==> config.mk <==
export PLATFORM = sky130hd
export DESIGN_NAME = apb_master
export DESIGN_NICKNAME = d
export VERILOG_FILES = /design/src/rtl/apb_master.sv
export SDC_FILE = /design/constraint.sdc
export NUM_CORES = 1
export LEC_CHECK = 0
export ABC_CLOCK_PERIOD_IN_PS = 3900
export CORE_MARGIN = 2
export CORE_UTILIZATION = 35
export DETAILED_ROUTE_END_ITERATION = 12
export PLACE_DENSITY = 0.68
export SYNTH_ARGS = -nofsm -noshare
export SYNTH_HDL_FRONTEND = slang
export SYNTH_SLANG_ARGS = --single-unit
export TNS_END_PERCENT = 5
==> constraint.sdc <==
create_clock -name pclk -period 3.9 [get_ports pclk]
set_input_delay 0.78 -clock pclk [delete_from_list [all_inputs] [get_ports pclk]]
set_output_delay 0.78 -clock pclk [all_outputs]
set_load 0.05 [all_outputs]
==> src/rtl/apb_master.sv <==
// apb_master
//   Requester-side APB bridge driving two 256-byte APB slaves on a shared bus.
//   Accepts one command at a time on a valid/ready handshake, decodes
//   cmd_addr[8] into psel1/psel2, runs SETUP then ACCESS, waits on the selected
//   slave's pready with a timeout, and reports the result as a one-cycle
//   response pulse.
//
// Ports
//   pclk, presetn           clock, synchronous active-low reset
//   cmd_valid/cmd_ready     command handshake (ready only in IDLE, out of reset)
//   cmd_write/addr/wdata    command payload (addr[8] picks slave 2)
//   rsp_valid               one-cycle response strobe
//   rsp_rdata/err/timeout   response payload, held until the next response
//   err_cnt                 saturating count of error responses
//   psel1/psel2/penable/pwrite/paddr/pwdata   APB requester outputs
//   prdata*/pready*/pslverr*                  per-slave APB returns
module apb_master #(
  parameter int unsigned TIMEOUT_CYCLES = 16
) (
  input  logic       pclk,
  input  logic       presetn,
  input  logic       cmd_valid,
  output logic       cmd_ready,
  input  logic       cmd_write,
  input  logic [8:0] cmd_addr,
  input  logic [7:0] cmd_wdata,
  output logic       rsp_valid,
  output logic [7:0] rsp_rdata,
  output logic       rsp_err,
  output logic       rsp_timeout,
  output logic [7:0] err_cnt,
  output logic       psel1,
  output logic       psel2,
  output logic       penable,
  output logic       pwrite,
  output logic [8:0] paddr,
  output logic [7:0] pwdata,
  input  logic [7:0] prdata1,
  input  logic [7:0] prdata2,
  input  logic       pready1,
  input  logic       pready2,
  input  logic       pslverr1,
  input  logic       pslverr2
);

  typedef enum logic [1:0] {S_IDLE, S_SETUP, S_ACCESS} state_t;

  localparam logic [7:0] LP_LAST_WAIT = 8'(TIMEOUT_CYCLES - 1);

  state_t     r_state, w_next;
  logic       r_write;
  logic [8:0] r_addr;
  logic [7:0] r_wdata;
  logic [7:0] r_wait_cnt;
  logic       r_rsp_valid;
  logic [7:0] r_rsp_rdata;
  logic       r_rsp_err;
  logic       r_rsp_timeout;
  logic [7:0] r_err_cnt;

  logic       w_accept;
  logic       w_pready;
  logic       w_pslverr;
  logic [7:0] w_prdata;
  logic       w_done;
  logic       w_to;

  // Only the addressed slave's return signals are ever looked at.
  assign w_pready  = r_addr[8] ? pready2  : pready1;
  assign w_pslverr = r_addr[8] ? pslverr2 : pslverr1;
  assign w_prdata  = r_addr[8] ? prdata2  : prdata1;

  assign cmd_ready = presetn & (r_state == S_IDLE);
  assign w_accept  = cmd_valid & cmd_ready;

  always_ff @(posedge pclk) begin
    if (!presetn) r_state <= S_IDLE;
    else          r_state <= w_next;
  end

  always_comb begin
    w_next = r_state;
    w_done = 1'b0;
    w_to   = 1'b0;
    case (r_state)
      S_IDLE:   if (w_accept) w_next = S_SETUP;
      S_SETUP:  w_next = S_ACCESS;
      S_ACCESS: begin
        // pready on the last allowed cycle counts as completion, not timeout
        w_to   = ~w_pready & (r_wait_cnt == LP_LAST_WAIT);
        w_done = w_pready | w_to;
        if (w_done) w_next = S_IDLE;
      end
      default:  w_next = S_IDLE;
    endcase
  end

  always_ff @(posedge pclk) begin
    if (!presetn) begin
      r_write       <= 1'b0;
      r_addr        <= '0;
      r_wdata       <= '0;
      r_wait_cnt    <= '0;
      r_rsp_valid   <= 1'b0;
      r_rsp_rdata   <= '0;
      r_rsp_err     <= 1'b0;
      r_rsp_timeout <= 1'b0;
      r_err_cnt     <= '0;
    end else begin
      r_rsp_valid <= 1'b0;
      if (w_accept) begin
        r_write <= cmd_write;
        r_addr  <= cmd_addr;
        r_wdata <= cmd_wdata;
      end
      // Zero outside ACCESS, so it starts at 0 on ACCESS entry.
      if (r_state == S_ACCESS) r_wait_cnt <= r_wait_cnt + 8'd1;
      else                     r_wait_cnt <= '0;
      if (w_done) begin
        r_rsp_valid   <= 1'b1;
        r_rsp_err     <= w_to | w_pslverr;
        r_rsp_timeout <= w_to;
        r_rsp_rdata   <= (w_to | r_write) ? 8'h00 : w_prdata;
        if ((w_to | w_pslverr) && (r_err_cnt != 8'hFF))
          r_err_cnt <= r_err_cnt + 8'd1;
      end
    end
  end

  assign psel1       = (r_state != S_IDLE) & ~r_addr[8];
  assign psel2       = (r_state != S_IDLE) &  r_addr[8];
  assign penable     = (r_state == S_ACCESS);
  assign pwrite      = r_write;
  assign paddr       = r_addr;
  assign pwdata      = r_wdata;
  assign rsp_valid   = r_rsp_valid;
  assign rsp_rdata   = r_rsp_rdata;
  assign rsp_err     = r_rsp_err;
  assign rsp_timeout = r_rsp_timeout;
  assign err_cnt     = r_err_cnt;

endmodule
==> flow_metrics.env <==
export IMPL_status="finished clean"
export IMPL_path_max_fanout=15
export IMPL_r2r_end="err_cnt[0]"
export IMPL_synth_cell_type_count=38
export IMPL_cp_start_kind="register"
export IMPL_syn_inst=220
export IMPL_r2r_start="paddr[8]"
export IMPL_drv_slew=0
export IMPL_worstMarginPinSlew_ns=0.725
export IMPL_drtPass1Iterations=5
export IMPL_grt_max_degree=27
export IMPL_rows=27
export IMPL_ios=82
export IMPL_crit_chain="nor2b_1 -> clkdlybuf4s50_1"
export IMPL_seq_area_frac_synth_pct=48.4
export IMPL_drt_iter0_drc=88
export IMPL_io_buffer_count=81
export IMPL_max_freq_ghz=0.344
export IMPL_wl_per_cell_um=12.3
export IMPL_nets=340
export IMPL_min_path_type="reg2reg"
export IMPL_finalPower_mw=1.00
export IMPL_synth_seq_cells=47
export IMPL_crit_slowest_cell="clkdlybuf4s50_1"
export IMPL_final_cell_count_no_fill=370
export IMPL_cts_resized=0
export IMPL_antenna_left=0
export IMPL_met3_usage_pct=7.36
export IMPL_post_synth_cell_area_avg_sq_um=8.84
export IMPL_busiest_layer="met2"
export IMPL_drc=0
export IMPL_clkTransAtPathRegs_ns=0.08
export IMPL_tritoncts="built"
export IMPL_start_util_pct=35.8
export IMPL_r2r_slack_ns=1.83
export IMPL_hold_depth=1
export IMPL_htreeDepth=2
export IMPL_syn_cell_area_sq_um=1950
export IMPL_die_w_um=78.6
export IMPL_grt_pass1_wl_um=7640
export IMPL_path_buf_inv=1
export IMPL_grt_antenna_before_repair=0
export IMPL_slew_headroom_pct=51.6
export IMPL_post_cts_buffers=0
export IMPL_met2_usage_pct=22.1
export IMPL_r2r_cells=4
export IMPL_crit_arrival_ns=2.12
export IMPL_grt_usage_pct=15.4
export IMPL_syn_num_nets=263
export IMPL_place_inst=362
export IMPL_grt_pass1_vias=1655
export IMPL_die_area_sq_um=6170
export IMPL_core_sq_um=5440
export IMPL_hpwl_um=3380
export IMPL_hp_start="r_wait_cnt[0]"
export IMPL_num_fill_cells=522
export IMPL_slowest_delay_ns=0.81
export IMPL_rsz0062_at_grt="no"
export IMPL_clock_path_buffers=2
export IMPL_whs_endpoint="r_wait_cnt[0]"
export IMPL_clock_latency_ns=0.30
export IMPL_fin_crit_sh_pct=74.5
export IMPL_fin_setup_tns_ns=0
export IMPL_use_met1_pct=20.1
export IMPL_setup_violations=0
export IMPL_critPathTopFamily="buffers and inverters"
export IMPL_maxCapViolCount=0
export IMPL_p_per_area_nw_per_um2=345
export IMPL_critPathKind="reg2out"
export IMPL_dr_total_vias=1777
export IMPL_vias_per_cell=4.80
export IMPL_numCtsBuffers=5
export IMPL_cts_sinks=47
export IMPL_grt_overflow=0
export IMPL_placed_area_sq_um=2830
export IMPL_finalHoldViolCount=0
export IMPL_multi_input_area_sq_um=936
export IMPL_yosys_warnings=0
export IMPL_cts_root_buf="clkbuf_8"
export IMPL_cp_end_kind="output pin"
export IMPL_wl_um=4560
export IMPL_fp_dieH_um=78.6
export IMPL_vdd_ir_drop_max_mv=0.199
export IMPL_fin_area_sq_um=2910
export IMPL_drive_above_1_share_pct=5.37
export IMPL_worstPathRequired_ns=3.12
export IMPL_period_minus_slack_ns=2.90
export IMPL_hold_buffers=0
export IMPL_area_growth_pct=49.4
export IMPL_finClkSkew_ns=0.00326
export IMPL_p_leak_nw=1.01
export IMPL_seq_area_sq_um=941
export IMPL_place_congestion=0.773
export IMPL_antennaDiodeCount=0
## layout by cell type (no fill, tap or decap), types with 2 or more instances in the layout
cell type | netlist | final
nand4_1 | 2 | 2
ha_1 | 2 | 2
or4_1 | 2 | 2
o2bb2ai_1 | 8 | 8
clkdlybuf4s50_1 | 0 | 80
nand2_1 | 48 | 48
nand3_1 | 5 | 5
a21oi_1 | 4 | 4
nor4_2 | 2 | 2
nand2b_1 | 3 | 3
or3_1 | 5 | 5
dfxtp_1 | 47 | 47
xnor2_1 | 2 | 2
clkbuf_1 | 12 | 2
o31ai_1 | 2 | 2
mux2i_1 | 13 | 13
nor2_1 | 10 | 10
o21ai_0 | 20 | 20
nor3_1 | 4 | 4
inv_1 | 4 | 4
and3_1 | 3 | 3
buf_4 | 0 | 3
clkbuf_8 | 0 | 5
xor2_1 | 2 | 2
nor2b_1 | 4 | 4
## state kept, by name, indices dropped and copies added (netlist names), 2 cells and up
| register | flops |
|---|---|
| err_cnt | 8 |
| paddr | 9 |
| pwdata | 8 |
| r_state | 2 |
| r_wait_cnt | 8 |
| rsp_rdata | 8 |
## kinds of logic (layout without fill, tap and decap cells)
kind of cell,after synthesis,in the layout,synth area share (%)
compound gates,43,43,15.0
xor+xnor,4,4,1.80
fa+ha+maj,2,2,1.29
buf+inv,18,96,3.54
flops,47,47,48.4
mux,13,13,6.69
simple gates,93,93,23.3
## worst register-to-register path: cells and delay by family, from the launching register on
kind,cells,cell delay (ns)
AND/OR/NAND/NOR,2,0.48
flip-flops,1,0.79
multiplexers,1,0.23
AO/OA/AOI/OAI,1,0.51
## Yosys cell counts, drive strengths merged
master   instances  share of area (%)
nand2           48                9.3
and2             1               0.32
nand4            2               0.64
or3b             1               0.45
o211a            1               0.51
o2bb2ai          8                3.6
nand2b           3               0.96
dfxtp           47                 48
and4b            1               0.51
o221a            1               0.58
o31ai            2               0.77
clkbuf          12                2.3
o21a             2                1.2
a311oi           1               0.45
xor2             2               0.90
or3              5                1.6
o41ai            1               0.45
nor4             2                1.3
nand3            5                1.3
mux2i           13                6.7
nor3             4                1.0
buf              2               0.45
a21boi           1               0.39
o311a            1               0.51
nand3b           1               0.39
nor2b            4                1.3
and3             3               0.96
a22o             1               0.45
or4              3                1.4
o21ai           20                5.1
ha               2                1.3
nor2            10                1.9
inv              4               0.77
a21oi            4                1.0
xnor2            2               0.90
## worst max path at each step
stage                         from      endpoint  slack [ns]  depth (start not counted)
final                     paddr[8]         psel2         1.0                          2
after global routing      paddr[8]         psel2        0.88                          2
after CTS                 paddr[8]         psel2        0.98                          2
after detailed placement   presetn  rsp_rdata[7]        1.26                          5
after global placement    paddr[8]         psel2        1.32                          2
after floorplan           paddr[8]         psel2        1.07                          3
## power breakdown
group,switching [mW],leakage [nW],internal (mW)
sequential,0.0151,0.382,0.498
clock,0.152,0.0422,0.126
combinational,0.119,0.583,0.0908
## layer usage
metal | routed length, um | vias to the layer above
li1 | - | 915
met1 | 2130 | 801
met2 | 1970 | 54
met3 | 416 | 7
met4 | 42 | 0
met5 | 0 | -
## per-stage QoR
| stage | utilization (%) | setup WS [ns] | hold WS [ns] |
|---|---|---|---|
| 2_1_floorplan | - | 1.07 | 0.418 |
| 3_3_place_gp | 51.9 | 1.32 | 0.442 |
| 3_5_place_dp | 51.9 | 1.26 | 0.442 |
| 4_1_cts | 53.4 | 0.979 | 0.456 |
| 5_1_grt | 53.4 | 0.885 | 0.477 |
| 6_report | 53.4 | 0.996 | 0.454 |
## area by class of cell
type | count | area share [%]
flip-flops and latches | 47 | 32.4
multi-input cells | 155 | 32.2
repair buffers | 84 | 29.0
well taps | 72 | 3.10
clock buffers | 7 | 2.63
inverters | 4 | 0.517
clock inverters | 1 | 0.172
Note: power is estimated with default switching activity, not from simulation.
